[config.mk]
export PLATFORM = sky130hd
export DESIGN_NAME = pipe_stage_reg
export DESIGN_NICKNAME = d
export VERILOG_FILES = /design/src/rtl/pipe_pkg.sv /design/src/rtl/pipe_skid_slot.sv /design/src/rtl/pipe_stage_reg.sv
export SDC_FILE = /design/constraint.sdc
export NUM_CORES = 1
export LEC_CHECK = 0
export CAP_MARGIN = 25
export CORE_MARGIN = 5
export CORE_UTILIZATION = 53
export DETAILED_ROUTE_END_ITERATION = 16
export PLACE_DENSITY = 0.85
export SYNTH_ARGS = -nofsm -noshare
export SYNTH_HDL_FRONTEND = slang
export SYNTH_SLANG_ARGS = --single-unit
[constraint.sdc]
create_clock -name Clk -period 3.3 [get_ports Clk]
set_input_delay 0.99 -clock Clk [delete_from_list [all_inputs] [get_ports Clk]]
set_output_delay 0.99 -clock Clk [all_outputs]
set_load 0.03 [all_outputs]
[src/rtl/pipe_pkg.sv]
`default_nettype none
// ============================================================================
//  Module  : pipe_pkg
//  Brief   : Shared types and constants for the generic inter-stage register.
//  Rev     : 1.0  initial release
// ============================================================================
package pipe_pkg;

  // Holding state of a stage register: nothing, output only, output + skid
  typedef enum logic [1:0] {
    EMPTY = 2'd0,
    MAIN  = 2'd1,
    BOTH  = 2'd2
  } pipe_state_t;

  // Widest control bus supported; users slice the low CTRL_W bits
  localparam int PIPE_CTRL_MAX_W = 1024;

  // Control value carried by a bubble: every control line deasserted
  localparam logic [PIPE_CTRL_MAX_W-1:0] PIPE_BUBBLE_CTRL = '0;

  // Width of the occupancy status (counts 0..2)
  localparam int PIPE_OCC_W = 2;

  // Number of beats held in a given state
  function automatic logic [PIPE_OCC_W-1:0] pipeOccupancy(input pipe_state_t state);
    logic [PIPE_OCC_W-1:0] occ;
    occ = '0;
    case (state)
      EMPTY:   occ = 2'd0;
      MAIN:    occ = 2'd1;
      BOTH:    occ = 2'd2;
      default: occ = 2'd0;
    endcase
    return occ;
  endfunction

endpackage
`default_nettype wire

[src/rtl/pipe_skid_slot.sv]
`default_nettype none
// ============================================================================
//  Module  : pipe_skid_slot
//  Brief   : Single storage entry holding one packed {ctrl, data} beat that
//            arrived while the output register was stalled.
//  Rev     : 1.0  initial release
// ============================================================================
module pipe_skid_slot
  import pipe_pkg::*;
#(
  parameter int WIDTH = 80
) (
  input  logic             Clk,
  input  logic             Rst,
  input  logic             Load,
  input  logic             Clear,
  input  logic [WIDTH-1:0] LoadData,
  output logic [WIDTH-1:0] HeldData
);

  // Entry register: clear wins over load so a flushed beat is never kept
  always_ff @(posedge Clk) begin
    if (Rst || Clear) begin
      HeldData <= '0;
    end else if (Load) begin
      HeldData <= LoadData;
    end
  end

endmodule
`default_nettype wire

[src/rtl/pipe_stage_reg.sv]
`default_nettype none
// ============================================================================
//  Module  : pipe_stage_reg
//  Brief   : Generic valid/ready pipeline stage register with optional
//            two-entry skid buffer, flush-to-bubble and occupancy status.
//            All outputs except the SKID=0 ready come straight from flops.
//  Rev     : 1.0  initial release
// ============================================================================
module pipe_stage_reg
  import pipe_pkg::*;
#(
  parameter int DATA_W = 64,
  parameter int CTRL_W = 16,
  parameter int SKID   = 1
) (
  input  logic                  Clk,
  input  logic                  Rst,
  input  logic                  Flush,
  input  logic                  InValid,
  output logic                  InReady,
  input  logic [DATA_W-1:0]     InData,
  input  logic [CTRL_W-1:0]     InCtrl,
  output logic                  OutValid,
  input  logic                  OutReady,
  output logic [DATA_W-1:0]     OutData,
  output logic [CTRL_W-1:0]     OutCtrl,
  output logic [PIPE_OCC_W-1:0] Occupancy
);

  localparam logic [CTRL_W-1:0] C_BUBBLE = PIPE_BUBBLE_CTRL[CTRL_W-1:0];

  pipe_state_t       r_state;
  logic              w_xferIn;
  logic              w_xferOut;
  logic [DATA_W-1:0] w_skidData;
  logic [CTRL_W-1:0] w_skidCtrl;

  // A beat offered during a flush is dropped, so it never counts as accepted
  assign w_xferIn  = InValid && InReady && !Flush;
  assign w_xferOut = OutValid && OutReady;

  generate
    if (SKID != 0) begin : g_skid
      logic                     r_inReady;
      logic                     w_skidLoad;
      logic                     w_skidClear;
      logic [DATA_W+CTRL_W-1:0] w_skidHeld;

      // Second beat arriving while the output register is stalled
      assign w_skidLoad  = (r_state == MAIN) && w_xferIn && !w_xferOut;
      // Skid drains into the output register, or is discarded on flush
      assign w_skidClear = Flush || ((r_state == BOTH) && w_xferOut);

      pipe_skid_slot #(
        .WIDTH (DATA_W + CTRL_W)
      ) u_skidSlot (
        .Clk      (Clk),
        .Rst      (Rst),
        .Load     (w_skidLoad),
        .Clear    (w_skidClear),
        .LoadData ({InCtrl, InData}),
        .HeldData (w_skidHeld)
      );

      assign w_skidData = w_skidHeld[DATA_W-1:0];
      assign w_skidCtrl = w_skidHeld[DATA_W +: CTRL_W];

      // Registered ready: low exactly while the next state holds two beats
      always_ff @(posedge Clk) begin
        if (Rst || Flush) begin
          r_inReady <= 1'b1;
        end else begin
          r_inReady <= !(w_skidLoad || ((r_state == BOTH) && !w_xferOut));
        end
      end

      assign InReady = r_inReady;
    end else begin : g_noSkid
      // Single entry: BOTH is unreachable, so the skid source is never used
      assign w_skidData = '0;
      assign w_skidCtrl = '0;
      assign InReady    = !OutValid || OutReady;
    end
  endgenerate

  // Holding-state machine; owns the output register and status outputs
  always_ff @(posedge Clk) begin
    if (Rst) begin
      r_state   <= EMPTY;
      OutValid  <= 1'b0;
      OutData   <= '0;
      OutCtrl   <= C_BUBBLE;
      Occupancy <= pipeOccupancy(EMPTY);
    end else if (Flush) begin
      // OutData deliberately keeps its last value; only control is bubbled
      r_state   <= EMPTY;
      OutValid  <= 1'b0;
      OutCtrl   <= C_BUBBLE;
      Occupancy <= pipeOccupancy(EMPTY);
    end else begin
      unique case (r_state)
        EMPTY: begin
          if (w_xferIn) begin
            r_state   <= MAIN;
            OutValid  <= 1'b1;
            OutData   <= InData;
            OutCtrl   <= InCtrl;
            Occupancy <= pipeOccupancy(MAIN);
          end
        end
        MAIN: begin
          if (w_xferIn && w_xferOut) begin
            OutData <= InData;
            OutCtrl <= InCtrl;
          end else if (w_xferIn) begin
            // New beat parks in the skid slot; output register untouched
            r_state   <= BOTH;
            Occupancy <= pipeOccupancy(BOTH);
          end else if (w_xferOut) begin
            r_state   <= EMPTY;
            OutValid  <= 1'b0;
            OutCtrl   <= C_BUBBLE;
            Occupancy <= pipeOccupancy(EMPTY);
          end
        end
        BOTH: begin
          if (w_xferOut) begin
            r_state   <= MAIN;
            OutData   <= w_skidData;
            OutCtrl   <= w_skidCtrl;
            Occupancy <= pipeOccupancy(MAIN);
          end
        end
        default: begin
          r_state   <= EMPTY;
          OutValid  <= 1'b0;
          OutCtrl   <= C_BUBBLE;
          Occupancy <= pipeOccupancy(EMPTY);
        end
      endcase
    end
  end

endmodule
`default_nettype wire

==> impl_results.md, run 1 <==
* Maximum operating frequency at 0.3809 GHz
* CTS Buf Count at 17
* Vias in the first global route at about 5900
* WP depth at 1
* Met1 Resource Use GR at 31.45%
* Commonest non-fill, non-tap cells in the layout: clkdlybuf4s50_1 (168), dfxtp_1 (164), nand2_1 (163)
* Placed Area at 8531 sq um
* Worst setup margin at around 670 ps
* Largest net degree at the start of global routing at approximately 80
* DRT iter0 DRCs at about 560
* CTS Buffer Depth at 2
* H-tree depth at 4
* Register area at ~3300 sq um
* Most common cell after layout, fill and taps aside: clkdlybuf4s50_1
* Antenna-violating nets left at 0
* Antenna violations before repair at 1
* Port bufs at 168
* CP top delay family: buffers and inverters
* Setup crit end kind: output pin
* Nets at 965
* Global Route met2 Usage at 39.52%
* GRT Overall Usage at 24.39%
* CTS Sinks at 164
* Non-filler cells, final at roughly 1100
* Critical path data arrival time at around 1600 ps
* Root Buffer Master: clkbuf_16
* Routed via count at 6090
* M3 GR Usage at 6.038%
* Design area at 9146 sq um
* CTS-repair resized insts at 0
* Post-synthesis xor/xnor area fraction at 0%
* CTS tree: yes
* # diodes at 0
* Multiplexer share of the synthesized area at 11.87%
* Largest family of logic cells by synthesized area: compound AO/OA/AOI/OAI gates
* Synth area leader: dfxtp_1
* Static leakage at 3.678 nW
* Compound-Gate Fraction of Synth Area at 22.67%
* Worst-Margin Slew at approximately 630 ps
* Path type of the worst setup path: flop to output pin
* Fillers at 925
* VDD IR max at 328.6 uV
* Max_slew headroom at between 50% and 60%
* Starting Density at 54.10%
* GRT Residual Overflow at 0
* Post-synthesis sequential area ratio at 48.09%
* Clk pin slew, worst setup/hold paths at 60 ps
* CP Cell Sequence: clkdlybuf4s50_1
* Cell total after placement at around 1000
* Global-route wire length before repair at 29.70 mm
* PwrDens at 524.3 nW/um^2
* WL final at 18.94 mm
* Hold crit path type: flop to flop
* Setup repair bufs after CTS at 0
* Synthesized area at 6828 sq um
* Critical-path maximum fanout at 5
* Global routing's busiest layer: met2
* Post-Synth Simple-Gate Area at 11.21%
* CP max-delay cell: clkdlybuf4s50_1
* Synthesized area per cell at a little over 9 sq um
* Die area at ~15000 sq um
* CP startpoint kind: flop
* Fraction of layout cells with a size suffix above 1 at between 6 and 7%
* Drt wl/cell at 17.80 um
* Hpwl dp at 11.87 mm
* Hold path depth at 2
* Ys Warns at 0
* Synth area leaders: dfxtp_1 (48%), mux2i_1 (12%), a21oi_1 (11%), nand2_1 (9.0%), o31ai_1 (7.0%)
* Final Hold Vio Count at 0
* Clock latency on the worst-skew pair at roughly 420 ps
* Setup TNS at 0 ps
* Worst Skew at ~4.8 ps
* Post-synthesis cell count at 748
* Slew Viols, Final at 0
* Final core occ at 72.48%
* Adder-cell share of the synthesized area at 0%
* RSZ-0062 raised after global routing: false
* Flop2flop setup slack at between 1000 and 1500 ps
* DRC viols at 0
* Distinct cell type count after synthesis at 31
* Status: finished clean
* Min cycle time layout at ~2600 ps
* Place WS at 448.8 ps
* Core ar. at 12620 sq um
* Hold_ws at between 400 and 500 ps
* # rows at 41
* Final period util at 79.57%
* I/O pin count at between 150 and 200
* Worst EP required at ~2300 ps
* Max_cap viols at 0
* Die width at around 120 um
* GP Congestion at just over 0.8
* Hold buffer count at cts at 0
* Max incr delay on CP at 730 ps
* Vias per inst at approximately 5.7
* Pre-antenna DRT Iters at 5
* Multi-input logic area at 3154 sq um
* Syn-to-layout area delta at 33.96%
* Reg2Reg Depth at 6
* Total Power at 4.795 mW
* Yosys reg bits at 164
* Post-synth top area share at between 40% and 50%
* Final setup viols at 0
* Syn Nets at 833
* Chip height at 123.5 um
* Buffers and inverters on the worst path at 1
layout make-up:
type	count	area share, %
Sequential cell	164	35.90
Multi-Input combinational cell	514	34.49
Timing Repair Buffer	182	20.49
Clock buffer	21	5.034
Tap cell	172	2.353
Clock inverter	10	1.696
Inverter	1	0.04104
where the power goes:
group / total, mW / leakage (nW) / switching [mW] / internal [mW]
combinational: 0.642 / 2.04 / 0.351 / 0.291
clock: 2.06 / 0.299 / 0.760 / 1.30
sequential: 2.10 / 1.33 / 0.0452 / 2.05
cells by family after synthesis:
group | count (synthesis)
DFF | 164
muxes | 81
AOI/OAI and AO/OA | 250
and+or+nand+nor | 183
buffers and inverters | 70
registers in the layout (all words and copies together), names as in the netlist:
register,flops
InReady,1
OutData,64
OutValid,1
r_state,2
g_skid.u_skidSlot.HeldData,80
OutCtrl,16
per-layer routing:
metal  up-vias  wire length [um]
li1       2912                 -
met1      2900              8060
met2       242              9204
met3        34              1262
met4         2               398
met5         -                13
path summary, 6_finish.rpt:
kind,from,to
worst max-delay path,InReady,InReady
worst min-delay path,g_skid.u_skidSlot.HeldData[14],g_skid.u_skidSlot.HeldData[14]
worst max register to register,r_state[1],g_skid.u_skidSlot.HeldData[57]
worst min register to register,g_skid.u_skidSlot.HeldData[14],g_skid.u_skidSlot.HeldData[14]
Yosys cell counts (all sizes together):
| master | number |
|---|---|
| a22o | 16 |
| a21oi | 148 |
| nor2 | 5 |
| nand2b | 2 |
| mux2i | 81 |
| o21ai | 2 |
| nand3 | 1 |
| or2 | 1 |
| nor3 | 1 |
| nand2 | 164 |
| o2bb2ai | 16 |
| dfxtp | 164 |
| nand3b | 1 |
| buf | 50 |
| o31ai | 64 |
| o22ai | 1 |
| nand4bb | 1 |
| inv | 1 |
| clkbuf | 19 |
| and2 | 3 |
| and3 | 1 |
| o21a | 2 |
| a21boi | 1 |
| and3b | 1 |
| and4bb | 1 |
| nand4b | 1 |
Power figures use the tool's default switching activity.
==> run 2: changes to the inputs <==
Settings changed: CORE_UTILIZATION 53 to 49, PLACE_DENSITY 0.85 to 0.8.
Clock period 3.3 ns to 2.8 ns, I/O delays scaled along.
==> run 2 against run 1 <==
First-iteration DRC count shrank 36%. Via count down 3.4%. Cell count grew 1.6%. Count of clock-buffer cells in the layout down 2. Critical endpoint is now OutValid. Power rose by 16%. Sequential share of layout area down 0.32 points. Sequential power up 18%. Highest routed layer is now met4. Combinational power increased by 18%. Design area rose by 0.89%. Register-to-register slack lost 450 ps.
==> impl_results.md, run 2 (same netlist as run 1, synthesis figures left out) <==
* Final period util at a little under 90%
* Worst Hold Launch: g_skid.u_skidSlot.HeldData[67]
* Reg2Reg Launch Point: r_state[1]
* WP depth at 1
* CTS-repair resized insts at 0
* Syn-to-layout area delta at 35.15%
* Max_cap viols at 0
* I/O pin count at between 150 and 200
* Largest Register: g_skid.u_skidSlot.HeldData
* Hpwl dp at 11.50 mm
* GP Congestion at 0.8045
* Final Hold Vio Count at 0
* Critical path data arrival time at 1610 ps
* Flop2flop setup slack at roughly 780 ps
* Die area at 16400 sq um
* Largest register FFs at 80
* Placed Area at 8626 sq um
* Root Buffer Master: clkbuf_16
* Clk pin slew, worst setup/hold paths at 70 ps
* Hold_ws at 452.9 ps
* Setup crit end kind: output pin
* CP Launch Point: OutValid
* Buffers and inverters on the worst path at 1
* WL final at 18.00 mm
* RR Endpoint: OutCtrl[8]
* H-tree depth at 4
* GRT Overall Usage at 21.89%
* VDD IR max at just under 400 uV
* Critical path endpoint: OutValid
* Final core occ at ~67%
* Commonest non-fill, non-tap cells in the layout: clkdlybuf4s50_1 (168), dfxtp_1 (164), nand2_1 (163)
* GRT Residual Overflow at 0
* Max incr delay on CP at 730 ps
* Reg2Reg Depth at 5
* Setup repair bufs after CTS at 0
* CP startpoint kind: flop
* Regs by FF count: g_skid.u_skidSlot.HeldData x80, OutData x64, OutCtrl x16
* Clock latency on the worst-skew pair at 430 ps
* RSZ-0062 raised after global routing: false
* Chip height at 128.0 um
* Port bufs at approximately 170
* PwrDens at 604.9 nW/um^2
* Setup TNS at 0 ps
* Starting Density at 49.57%
* CP max-delay cell: clkdlybuf4s50_1
* Worst-Margin Slew at 618.1 ps
* CTS Buffer Depth at 2
* Non-filler cells, final at ~1100
* Antenna violations before repair at 0
* DRC viols at 0
* Drt wl/cell at ~17 um
* CTS Buf Count at 17
* Die width at 128.0 um
* Path type of the worst setup path: flop to output pin
* Cell total after placement at ~1000
* Pre-antenna DRT Iters at 5
* Worst Skew at 10.05 ps
* Antenna-violating nets left at 0
* Nets at 973
* Hold crit path type: flop to flop
* Final setup viols at 0
* Static leakage at 3.714 nW
* CP Cell Sequence: clkdlybuf4s50_1
* Maximum operating frequency at 0.4087 GHz
* Largest net degree at the start of global routing at 65
* CP top delay family: buffers and inverters
* # rows at 43
* Global-route wire length before repair at 28.75 mm
* CTS tree: yes
* Most common cell after layout, fill and taps aside: clkdlybuf4s50_1
* Critical-path maximum fanout at 7
* Fraction of layout cells with a size suffix above 1 at ~7.1%
* DRT iter0 DRCs at 357
* # diodes at 0
* CTS Sinks at between 150 and 200
* Vias in the first global route at 5803
* Design area at 9228 sq um
* Worst EP required at 1960 ps
* Hold buffer count at cts at 0
* Core ar. at roughly 14000 sq um
* Max_slew headroom at roughly three fifths
* Vias per inst at 5.442
* Status: finished clean
* Slew Viols, Final at 0
* Routed via count at 5883
* Min cycle time layout at 2447 ps
run 2: cell types whose count changed in the layout (fill, tap and decap cells not counted), sizes merged:
cell	delta
clkbuf	-2
bufinv	-1
buf	+8
clkinvlp	+4
run 2: worst min-delay path by stage:
stage,depth (start not counted),end,slack (ps)
floorplan,2,g_skid.u_skidSlot.HeldData[0],440
global placement,2,g_skid.u_skidSlot.HeldData[42],440
detailed placement,2,g_skid.u_skidSlot.HeldData[56],450
CTS,2,g_skid.u_skidSlot.HeldData[56],450
global route,2,g_skid.u_skidSlot.HeldData[38],470
finish,2,g_skid.u_skidSlot.HeldData[67],450
run 2: final cells by class:
type                       instances  area, sq um
inverter                           1        3.754
tap                              180        225.2
multi-input combinational        514         3154
sequential                       164         3283
timing repair buffer             190         1959
fill                            1133         4546
clock inverter                    13        158.9
clock buffer                      19        442.9
run 2: report_power, final:
part           total (mW)  switching (mW)  internal [mW]
sequential           2.47          0.0502           2.42
combinational       0.756           0.406          0.349
clock                2.36           0.938           1.42
total                5.58            1.39           4.19
run 2: through the flow:
step	power, mW	worst slack [ps]
final	5.582	353.0
after global routing	5.787	288.1
after CTS	5.631	322.4
after detailed placement	3.273	175.0
after global placement	3.267	234.3
after floorplan	2.898	945.8
run 2: routing by layer:
metal  GRT usage [%]  part of all wire [%]  up-vias
li1                -                     -     2932
met1           28.27                    44     2720
met2           34.38                    47      197
met3           6.042                   7.1       34
met4           9.488                   2.6        0
met5               0                     0        -
==> run 3: changes to the inputs <==
Settings changed: PLACE_DENSITY 0.8 to 0.78, RECOVER_POWER set to 25.
==> run 3 against run 2 <==
First-iteration DRC count rose by 1.7%. Sequential cell count did not move. Sequential power barely moved. Register-to-register slack got worse by 40 ps. Design area fell by 0.96%. Routed wire length barely moved. Largest power group unchanged.
==> impl_results.md, run 3 (same netlist as run 1, synthesis figures left out) <==
* Power Internal at 4.134 mW
* Sw frac at 24.31%
* Hold buffer count at cts at 0
* Clk pin slew, worst setup/hold paths at approximately 60 ps
* Clk network pwr share at 41.1%
* VDD IR max at 391.8 uV
* DRC viols at 0
* Starting Density at 49.57%
* GRT Residual Overflow at 0
* Largest register FFs at 80
* Global-route wire length before repair at 29.75 mm
* Flop2flop setup slack at 740 ps
* Antenna-violating nets left at 0
* Worst Skew at 6.007 ps
* RSZ-0062 raised after global routing: false
* Setup crit end kind: flop
* Setup repair bufs after CTS at 0
* P_sw at about 1.3 mW
* Slew Viols, Final at 0
* Seq pwr share at 45.2%
* Largest net degree at the start of global routing at 65
* Pre-antenna DRT Iters at 5
* Vias in the first global route at 5913
* Most common cell after layout, fill and taps aside: clkdlybuf4s50_1
* CP max-delay cell: dlygate4sd3_1
* CTS Sinks at 164
* Routed via count at 5874
* Min cycle time layout at 2484 ps
* Nets at just under 1000
* Die area at 16400 sq um
* Final period util at between 80% and 90%
* CTS tree: yes
* Final Hold Vio Count at 0
* GRT Overall Usage at 22.35%
* Hpwl dp at roughly 11 mm
* Path type of the worst setup path: input port to flop
* CP Cell Sequence: dlygate4sd3_1, nand4bb_1, nor2_1, buf_4, o2bb2ai_1, a22o_1
* Antenna violations before repair at 0
* Maximum operating frequency at 0.4025 GHz
* Fraction of layout cells with a size suffix above 1 at under 10%
* Chip height at 128.0 um
* Hold crit path type: flop to flop
* Max incr delay on CP at 590 ps
* Worst-Margin Slew at 608.3 ps
* Static leakage at 3.689 nW
* Max_cap viols at 0
* Comb power frac at 13.7%
* Root Buffer Master: clkbuf_16
* Syn-to-layout area delta at 33.85%
* Final core occ at about 66%
* Core ar. at between 10000 and 15000 sq um
* Critical-path maximum fanout at 33
* Reg2Reg Depth at 6
* Regs by FF count: g_skid.u_skidSlot.HeldData x80, OutData x64, OutCtrl x16
* Hold path depth at 2
* CTS Buf Count at 17
* Max_slew headroom at 59.44%
* CTS Buffer Depth at 2
* GP Congestion at 0.7812
* CTS-repair resized insts at 0
* Final setup viols at 0
* Commonest non-fill, non-tap cells in the layout: clkdlybuf4s50_1 (167), dfxtp_1 (164), nand2_1 (163)
* I/O pin count at about 170
* Status: finished clean
* Die width at 128.0 um
* Critical path data arrival time at 2840 ps
* Port bufs at 168
* CP startpoint kind: input port
* # diodes at 0
* # rows at 43
* Drt wl/cell at 16.72 um
* Worst EP required at 3160 ps
* Vias per inst at 5.459
* PwrDens at 597.7 nW/um^2
* Clock latency on the worst-skew pair at roughly 420 ps
* WL final at between 15 and 20 mm
* Setup TNS at 0 ps
* DRT iter0 DRCs at about 360
* H-tree depth at 4
* Largest Register: g_skid.u_skidSlot.HeldData
==> run 3: final timing paths <==
| path | from | to |
|---|---|---|
| max reg2reg | r_state[1] | OutCtrl[2] |
| min | g_skid.u_skidSlot.HeldData[29] | g_skid.u_skidSlot.HeldData[29] |
| min reg2reg | g_skid.u_skidSlot.HeldData[29] | g_skid.u_skidSlot.HeldData[29] |
| max | Flush | OutCtrl[2] |
==> run 3: area by class of cell <==
| type | count | area (sq um) |
|---|---|---|
| multi-input combinational | 514 | 3129 |
| clock inverter | 5 | 75.07 |
| clock buffer | 25 | 485.5 |
| inverter | 1 | 3.754 |
| fill | 1176 | 4634 |
| tap | 180 | 225.2 |
| sequential | 164 | 3283 |
| timing repair buffer | 187 | 1937 |
==> run 3: metal layers <==
layer  global-route usage (%)  wire length (um)  vias to the layer above
met5                        0                 0                        -
met4                    8.552               373                        0
met3                    4.958               990                       24
met2                    36.35              8490                      177
met1                    29.05              8140                     2746
li1                         -                 -                     2927
==> run 3: metrics by stage <==
stage / setup WS (ps) / hold WS [ps] / cells / total power [mW] / instance area [sq um]
after floorplan: 945.8 / 435.7 / 748 / 2.898 / 6828
after global placement: 214.3 / 440.5 / 1046 / 3.263 / 8603
after detailed placement: 141.1 / 445.8 / 1046 / 3.269 / 8603
after CTS: 325.4 / 454.0 / 1076 / 5.504 / 9164
after global routing: 175.0 / 468.7 / 1076 / 5.661 / 9139
final: 315.7 / 451.3 / 1076 / 5.462 / 9139
==> run 3: power groups by stage <==
stage	logic [mW]	clock network, mW	registers (mW)
floorplan	0.231	0	2.67
global placement	0.744	0	2.52
finish	0.749	2.24	2.47
global route	0.799	2.38	2.48
detailed placement	0.752	0	2.52
CTS	0.756	2.28	2.47
==> run 3: critical path, delay by kind of cell <==
family          cells  cell delay [ps]
compound gates      2              290
simple gates        2              690
buf+inv             2             1010
